## config.mk

```make
export PLATFORM = sky130hd
export DESIGN_NAME = audio_dsm_out
export DESIGN_NICKNAME = d
export VERILOG_FILES = /design/src/rtl/tonegen_pkg.sv /design/src/rtl/dsm_mod.sv /design/src/rtl/audio_dsm_out.sv
export SDC_FILE = /design/constraint.sdc
export NUM_CORES = 1
export LEC_CHECK = 0
export CORE_ASPECT_RATIO = 1.25
export CORE_MARGIN = 2
export CORE_UTILIZATION = 36
export DETAILED_ROUTE_END_ITERATION = 8
export SETUP_SLACK_MARGIN = 0.4
export SLEW_MARGIN = 20
export SYNTH_ARGS = -nofsm -noshare
export SYNTH_HDL_FRONTEND = slang
export SYNTH_SLANG_ARGS = --single-unit
```

## constraint.sdc

```tcl
create_clock -name clk_in -period 2.2 [get_ports clk_in]
set_input_delay 0.22 -clock clk_in [delete_from_list [all_inputs] [get_ports clk_in]]
set_output_delay 0.22 -clock clk_in [all_outputs]
set_load 0.02 [all_outputs]
```

## src/rtl/tonegen_pkg.sv

```systemverilog
// Shared definitions for the tone generator audio path: FSM state encoding,
// sample/attenuation limits and the dither LFSR constants.
package tonegen_pkg;

  localparam int          SAMPLE_W  = 16;
  localparam logic [3:0]  ATT_MAX   = 4'd15;
  localparam logic [15:0] LFSR_TAPS = 16'hB400;
  localparam logic [15:0] LFSR_SEED = 16'hACE1;

  typedef enum logic [1:0] {
    MUTED     = 2'd0,
    RAMP_UP   = 2'd1,
    PLAY      = 2'd2,
    RAMP_DOWN = 2'd3
  } state_t;

endpackage

```

## src/rtl/dsm_mod.sv

```systemverilog
// First-order delta-sigma modulator: 16-bit accumulator whose carry is the
// 1-bit DAC stream. Optional dither via a 16-bit Galois LFSR when
// TONEGEN_DITHER_EN is defined; otherwise the offset-binary sample feeds
// the accumulator directly.
module dsm_mod
  import tonegen_pkg::*;
(
  input  logic                clk_in,
  input  logic                reset_n_in,
  input  logic [SAMPLE_W-1:0] u_in,
  output logic                dac_out
);

  logic [SAMPLE_W:0]   acc;
  logic [SAMPLE_W-1:0] mod_in;

`ifdef TONEGEN_DITHER_EN
  logic [15:0]       lfsr;
  logic [SAMPLE_W:0] dith_sum;

  // Free-running Galois LFSR providing two bits of dither per clock
  always_ff @(posedge clk_in or negedge reset_n_in) begin
    if (!reset_n_in) lfsr <= LFSR_SEED;
    else             lfsr <= (lfsr >> 1) ^ (lfsr[0] ? LFSR_TAPS : 16'h0000);
  end

  // Add dither to the sample, clamping at full scale so it cannot wrap
  always_comb begin
    dith_sum = {1'b0, u_in} + {{(SAMPLE_W-1){1'b0}}, lfsr[1:0]};
    mod_in   = dith_sum[SAMPLE_W] ? '1 : dith_sum[SAMPLE_W-1:0];
  end
`else
  assign mod_in = u_in;
`endif

  // Accumulate every clock; the carry out of the low 16 bits is the output bit
  always_ff @(posedge clk_in or negedge reset_n_in) begin
    if (!reset_n_in) acc <= '0;
    else             acc <= {1'b0, acc[SAMPLE_W-1:0]} + {1'b0, mod_in};
  end

  assign dac_out = acc[SAMPLE_W];

endmodule

```

## src/rtl/audio_dsm_out.sv

```systemverilog
// Audio output stage: captures mixer samples with gain and saturation,
// ramps attenuation for click-free mute, hard-mutes on sample underrun,
// and drives the delta-sigma modulator. Dither in the modulator is
// enabled by defining TONEGEN_DITHER_EN.
module audio_dsm_out
  import tonegen_pkg::*;
#(
  parameter int TIMEOUT_CYCLES = 2048
) (
  input  logic                clk_in,
  input  logic                reset_n_in,
  input  logic [SAMPLE_W-1:0] data_in,
  input  logic                data_valid_in,
  input  logic [1:0]          gain_in,
  input  logic                mute_in,
  output logic                dac_out,
  output logic                active_out,
  output logic                clip_out,
  output logic                underrun_out
);

  localparam int             WD_W    = $clog2(TIMEOUT_CYCLES + 1);
  localparam logic [WD_W-1:0] WD_LAST = WD_W'(TIMEOUT_CYCLES - 1);
  localparam logic [WD_W-1:0] WD_FULL = WD_W'(TIMEOUT_CYCLES);

  state_t                     state, next_state;
  logic [3:0]                 att, next_att;
  logic signed [SAMPLE_W-1:0] held, eff;
  logic [SAMPLE_W-1:0]        u;
  logic [WD_W-1:0]            wdog;
  logic [SAMPLE_W+2:0]        shifted;
  logic                       sat_pos, sat_neg;
  logic [SAMPLE_W-1:0]        sat_sample;
  logic                       timeout_hit;

  // Shift the sample by the gain in 19 bits and clamp to the 16-bit range
  always_comb begin
    shifted    = {{3{data_in[SAMPLE_W-1]}}, data_in} << gain_in;
    sat_pos    = ~shifted[SAMPLE_W+2] & (|shifted[SAMPLE_W+1:SAMPLE_W-1]);
    sat_neg    = shifted[SAMPLE_W+2] & ~(&shifted[SAMPLE_W+1:SAMPLE_W-1]);
    sat_sample = shifted[SAMPLE_W-1:0];
    if (sat_pos)      sat_sample = 16'h7FFF;
    else if (sat_neg) sat_sample = 16'h8000;
  end

  // A strobe always beats the timeout landing in the same cycle
  assign timeout_hit = !data_valid_in && (wdog == WD_LAST);

  // Sample capture, clip pulse and underrun watchdog
  always_ff @(posedge clk_in or negedge reset_n_in) begin
    if (!reset_n_in) begin
      held         <= '0;
      clip_out     <= 1'b0;
      wdog         <= '0;
      underrun_out <= 1'b0;
    end else begin
      clip_out <= 1'b0;
      if (data_valid_in) begin
        held         <= sat_sample;
        clip_out     <= sat_pos | sat_neg;
        wdog         <= '0;
        underrun_out <= 1'b0;
      end else if (timeout_hit) begin
        held         <= '0;
        wdog         <= WD_FULL;
        underrun_out <= 1'b1;
      end else if (wdog != WD_FULL) begin
        wdog <= wdog + WD_W'(1);
      end
    end
  end

  // Mute ramp transitions, evaluated only on strobes or a watchdog timeout
  always_comb begin
    next_state = state;
    next_att   = att;
    if (data_valid_in) begin
      case (state)
        MUTED: begin
          if (!mute_in) begin
            next_state = RAMP_UP;
            next_att   = ATT_MAX;
          end
        end
        RAMP_UP: begin
          if (!mute_in) begin
            if (att == 4'd1) begin
              next_state = PLAY;
              next_att   = 4'd0;
            end else begin
              next_att = att - 4'd1;
            end
          end else if (att == ATT_MAX) begin
            next_state = MUTED;
          end else begin
            next_state = RAMP_DOWN;
            next_att   = att + 4'd1;
          end
        end
        PLAY: begin
          if (mute_in) begin
            next_state = RAMP_DOWN;
            next_att   = 4'd1;
          end
        end
        RAMP_DOWN: begin
          if (mute_in) begin
            if (att == ATT_MAX) next_state = MUTED;
            else                next_att   = att + 4'd1;
          end else if (att == 4'd1) begin
            next_state = PLAY;
            next_att   = 4'd0;
          end else begin
            next_state = RAMP_UP;
            next_att   = att - 4'd1;
          end
        end
        default: begin
          next_state = MUTED;
          next_att   = ATT_MAX;
        end
      endcase
    end else if (timeout_hit) begin
      next_state = MUTED;
      next_att   = ATT_MAX;
    end
  end

  // State and attenuation registers
  always_ff @(posedge clk_in or negedge reset_n_in) begin
    if (!reset_n_in) begin
      state <= MUTED;
      att   <= ATT_MAX;
    end else begin
      state <= next_state;
      att   <= next_att;
    end
  end

  // Effective sample one cycle after capture: attenuated held value, or silence
  always_ff @(posedge clk_in or negedge reset_n_in) begin
    if (!reset_n_in)         eff <= '0;
    else if (state == MUTED) eff <= '0;
    else                     eff <= held >>> att;
  end

  assign u          = eff ^ 16'h8000;
  assign active_out = (state != MUTED);

  dsm_mod u_dsm_mod (
    .clk_in     (clk_in),
    .reset_n_in (reset_n_in),
    .u_in       (u),
    .dac_out    (dac_out)
  );

endmodule

```

==> load_flow_metrics.sql <==
INSERT INTO impl_metrics (metric_group, metric, value, unit) VALUES
('run_status', 'outcome', 'completed', ''),
('place', 'dp_worst_setup_slack', '0.0680', 'ns'),
('finish', 'nets', '564', ''),
('timing', 'finalHoldViolCount', '0', ''),
('routing', 'drc_errors', '0', ''),
('timing', 'report.final.slew_viol_count', '0', ''),
('flow_run', 'max_cap_check_violation_count', '0', ''),
('routing', 'num_vias', '3650', ''),
('setup_path', 'timing.critical_path.slowest_stage_cell', 'sky130_fd_sc_hd__dfrtp_1', ''),
('pwr', 'powerDensity', '1320', 'mW/mm^2'),
('grt', 'final_global_route_overflow_total', '0', ''),
('synthesis', 'synth_seq_cells', '69', ''),
('timing', 'post-route-worst-setup-slack', '0.203', 'ns'),
('die', 'num_io_pins', '26', ''),
('timing', 'clock.fmax', '0.501', 'GHz'),
('timing', 'setup_tns', '0', 'ns'),
('clock_network', 'cts_buffers', '9', ''),
('routing', 'avgRoutedWirePerCell', '14.5', 'um'),
('routing', 'initial_drt_pass_iterations', '4', ''),
('timing', 'clock-skew-final', '0.00680', 'ns'),
('setup_path', 'setup.reg_to_reg.worst_slack', '0.20', 'ns'),
('die', 'core_area', '0.0122', 'sq mm'),
('clock_network', 'cts-root-to-sink-buffers', '2', ''),
('place', 'gpl.final_weighted_congestion', '0.812', ''),
('synthesis', 'syn_nets', '520', ''),
('grt', 'grt_antenna_before_repair', '0', ''),
('setup_path', 'crit_path_cell_trace', 'ha_2, fa_2, a21oi_2, o21ai_2, a211oi_2, buf_4, nor2_1, o31a_1', ''),
('setup_path', 'timing.critical_path.fanout_max', '3', ''),
('setup_path', 'ff_to_ff_path_depth', '8', ''),
('routing', 'antenna_violating_nets_post_route', '0', ''),
('synthesis', 'post_synth_inst_count', '476', ''),
('finish', 'sequential_cell_area', '0.00175', 'sq mm'),
('pwr', 'clock_power_share', '0.187', ''),
('die', 'std_cell_rows', '45', ''),
('synthesis', 'post_synth_main_area_contributors', 'sky130_fd_sc_hd__dfrtp_1 36%, sky130_fd_sc_hd__ha_1 5.8%, sky130_fd_sc_hd__mux2i_1 4.9%, sky130_fd_sc_hd__a21oi_1 4.0%, sky130_fd_sc_hd__o21ai_0 3.7%', ''),
('pwr', 'sequentialPowerShare', '0.277', ''),
('synthesis', 'mappedNetlistArea', '0.00450', 'sq mm'),
('synthesis', 'ys_dominant_reg_cell', 'sky130_fd_sc_hd__dfrtp_1', ''),
('setup_path', 'max_stage_delay', '0.37', 'ns'),
('timing', 'worst_slew_margin_rel', '0.556', ''),
('clock_network', 'cts_tree', 'done', ''),
('setup_path', 'worstPathBufferInverterCount', '1', ''),
('setup_path', 'logic_depth_of_the_worst_path_buffers_included', '8', ''),
('synthesis', 'synth-warning-count', '0', ''),
('synthesis', 'synth_seq_area_share', '0.385', ''),
('pwr', 'netSwitchingPower', '2.95', 'mW'),
('clock_network', 'buffer_type_at_the_clock_tree_root', 'sky130_fd_sc_hd__clkbuf_16', ''),
('timing', 'rsz0062_at_grt', 'yes', ''),
('synthesis', 'number_of_distinct_standard_cells_referenced_by_the_synthesized_netlist', '62', ''),
('clock_network', 'path_clk_slew', '0.06', 'ns'),
('routing', 'drt-initial-drc-count', '156', ''),
('die', 'die_x', '104', 'um'),
('die', 'total_die_area', '0.0134', 'sq mm'),
('finish', 'area_growth_syn_to_layout', '27.6', '%'),
('setup_path', 'setup.worst_path.start_class', 'flip-flop', ''),
('timing', 'worst-slew-pin-transition', '0.666', 'ns'),
('setup_path', 'source_of_the_worst_register_to_register_timing_path', 'eff[0]', ''),
('timing', 'setup-violations-final', '0', ''),
('clock_network', 'clock_latency', '0.33', 'ns'),
('timing', 'post-route-period-util', '0.908', ''),
('min_path', 'worst_hold_check_path_type', 'in2async', ''),
('timing', 'min_period', '2.00', 'ns'),
('place', 'dpl.hpwl', '7160', 'um'),
('synthesis', 'post_synth_top_area_cell', 'sky130_fd_sc_hd__dfrtp_1', ''),
('place', 'placement.io_buffers', '25', ''),
('grt', 'first_global_vias', '3764', ''),
('pwr', 'vdd.ir_drop.worst', '536', 'uV'),
('finish', 'multi_input_area', '0.00286', 'sq mm'),
('pwr', 'cell_internal_pwr', '4.61', 'mW'),
('finish', 'drive_above_1_share', '0.251', ''),
('grt', 'grt_first_pass_wirelength', '17100', 'um');
state kept, by name (all words and copies together) (netlist names):
register       cells
att                4
clip_out           1
eff               16
held              16
state              2
u_dsm_mod.acc     17
underrun_out       1
wdog              12
placed cells by master (no fill, tap or decap), drive strengths merged, types with 14 or more instances in the layout:
master,synthesis,layout
a21oi,37,37
inv,18,18
buf,10,34
a22o,15,15
clkdlybuf4s50,0,23
o21ai,34,34
nand2,43,43
mux2i,22,22
nor2,42,42
mux2,14,14
dfrtp,65,65
ha,21,21
logic make-up after synthesis:
| family | count (synthesis) | share of synthesized area |
|---|---|---|
| muxes | 42 | 0.115 |
| AOI/OAI and AO/OA | 141 | 0.213 |
| xor gates and xnor gates | 19 | 0.0370 |
| and+or+nand+nor | 138 | 0.144 |
| adders and majority gates | 22 | 0.0628 |
| buffers and inverters | 45 | 0.0431 |
| DFF | 69 | 0.385 |
worst min path at each step:
stage | endpoint | slack (ns) | depth (start not counted)
3_5_place_dp | u_dsm_mod.acc[2] | 0.31 | 1
4_1_cts | u_dsm_mod.acc[1] | 0.50 | 2
6_report | u_dsm_mod.acc[1] | 0.46 | 2
3_3_place_gp | u_dsm_mod.acc[1] | 0.31 | 1
5_1_grt | u_dsm_mod.acc[0] | 0.52 | 1
2_1_floorplan | clip_out | -0.08 | 0
layer usage:
layer | part of all wire | routed length [um] | up-vias | global-route usage
li1 | - | - | 1827 | -
met1 | 0.43 | 4320 | 1745 | 0.180
met2 | 0.52 | 5190 | 61 | 0.286
met3 | 0.026 | 258 | 17 | 0.0299
met5 | 0 | 0 | - | 0
met4 | 0.023 | 227 | 0 | 0.0707
cell type report:
type                            count  share of cell area
Multi-Input combinational cell    362               0.498
Sequential cell                    69               0.305
Timing Repair Buffer               59              0.0976
Clock buffer                       10              0.0399
Tap cell                          164              0.0357
Inverter                           19              0.0131
Clock inverter                      6              0.0111
power groups by stage:
stage | sequential (mW) | clock (mW) | combinational (mW)
4_1_cts | 2.06 | 1.46 | 3.80
2_1_floorplan | 1.87 | 0 | 2.67
6_report | 2.10 | 1.42 | 4.05
3_5_place_dp | 2.07 | 0 | 3.25
5_1_grt | 2.15 | 1.51 | 4.50
3_3_place_gp | 2.06 | 0 | 3.19
synth_stat cells (all sizes together), types with 2 or more instances:
cell      n
dfrtp    65
nand2    43
nor2     42
a21oi    37
o21ai    34
mux2i    22
ha       21
inv      18
clkbuf   16
a22o     15
mux2     14
nand3    12
xnor2    11
buf      10
nand2b    8
xor2      8
a211oi    7
a21o      7
mux4      6
nor3      6
o211ai    6
o21a      6
nand4     5
a21boi    4
a311oi    4
and2      4
dfstp     4
nor2b     4
a2bb2oi   3
a31oi     3
nand3b    3
a221o     2
and3      2
and4      2
nor4b     2
o211a     2
o21bai    2
or3       2
metrics by stage:
| step | power [mW] | util | hold slack, ns | cell area, sq um |
|---|---|---|---|---|
| 6_report | 7.56 | 0.472 | 0.461 | 5740 |
| 5_1_grt | 8.16 | 0.472 | 0.523 | 5740 |
| 4_1_cts | 7.32 | 0.457 | 0.496 | 5550 |
| 3_5_place_dp | 5.32 | 0.410 | 0.307 | 4990 |
| 3_3_place_gp | 5.25 | 0.410 | 0.310 | 4990 |
| 2_1_floorplan | 4.54 | - | -0.0756 | 4510 |
what timing repair did:
item | CTS | global route
resized for setup | 33 | 44
gates cloned | 0 | 0
pin swaps | 19 | 20
endpoints found under the hold margin | 26 | 0
setup endpoints to repair | 43 | 42
hold buffers | 1 | 0
buffers inserted | 13 | 3
Note: power is estimated with default switching activity, not from simulation.
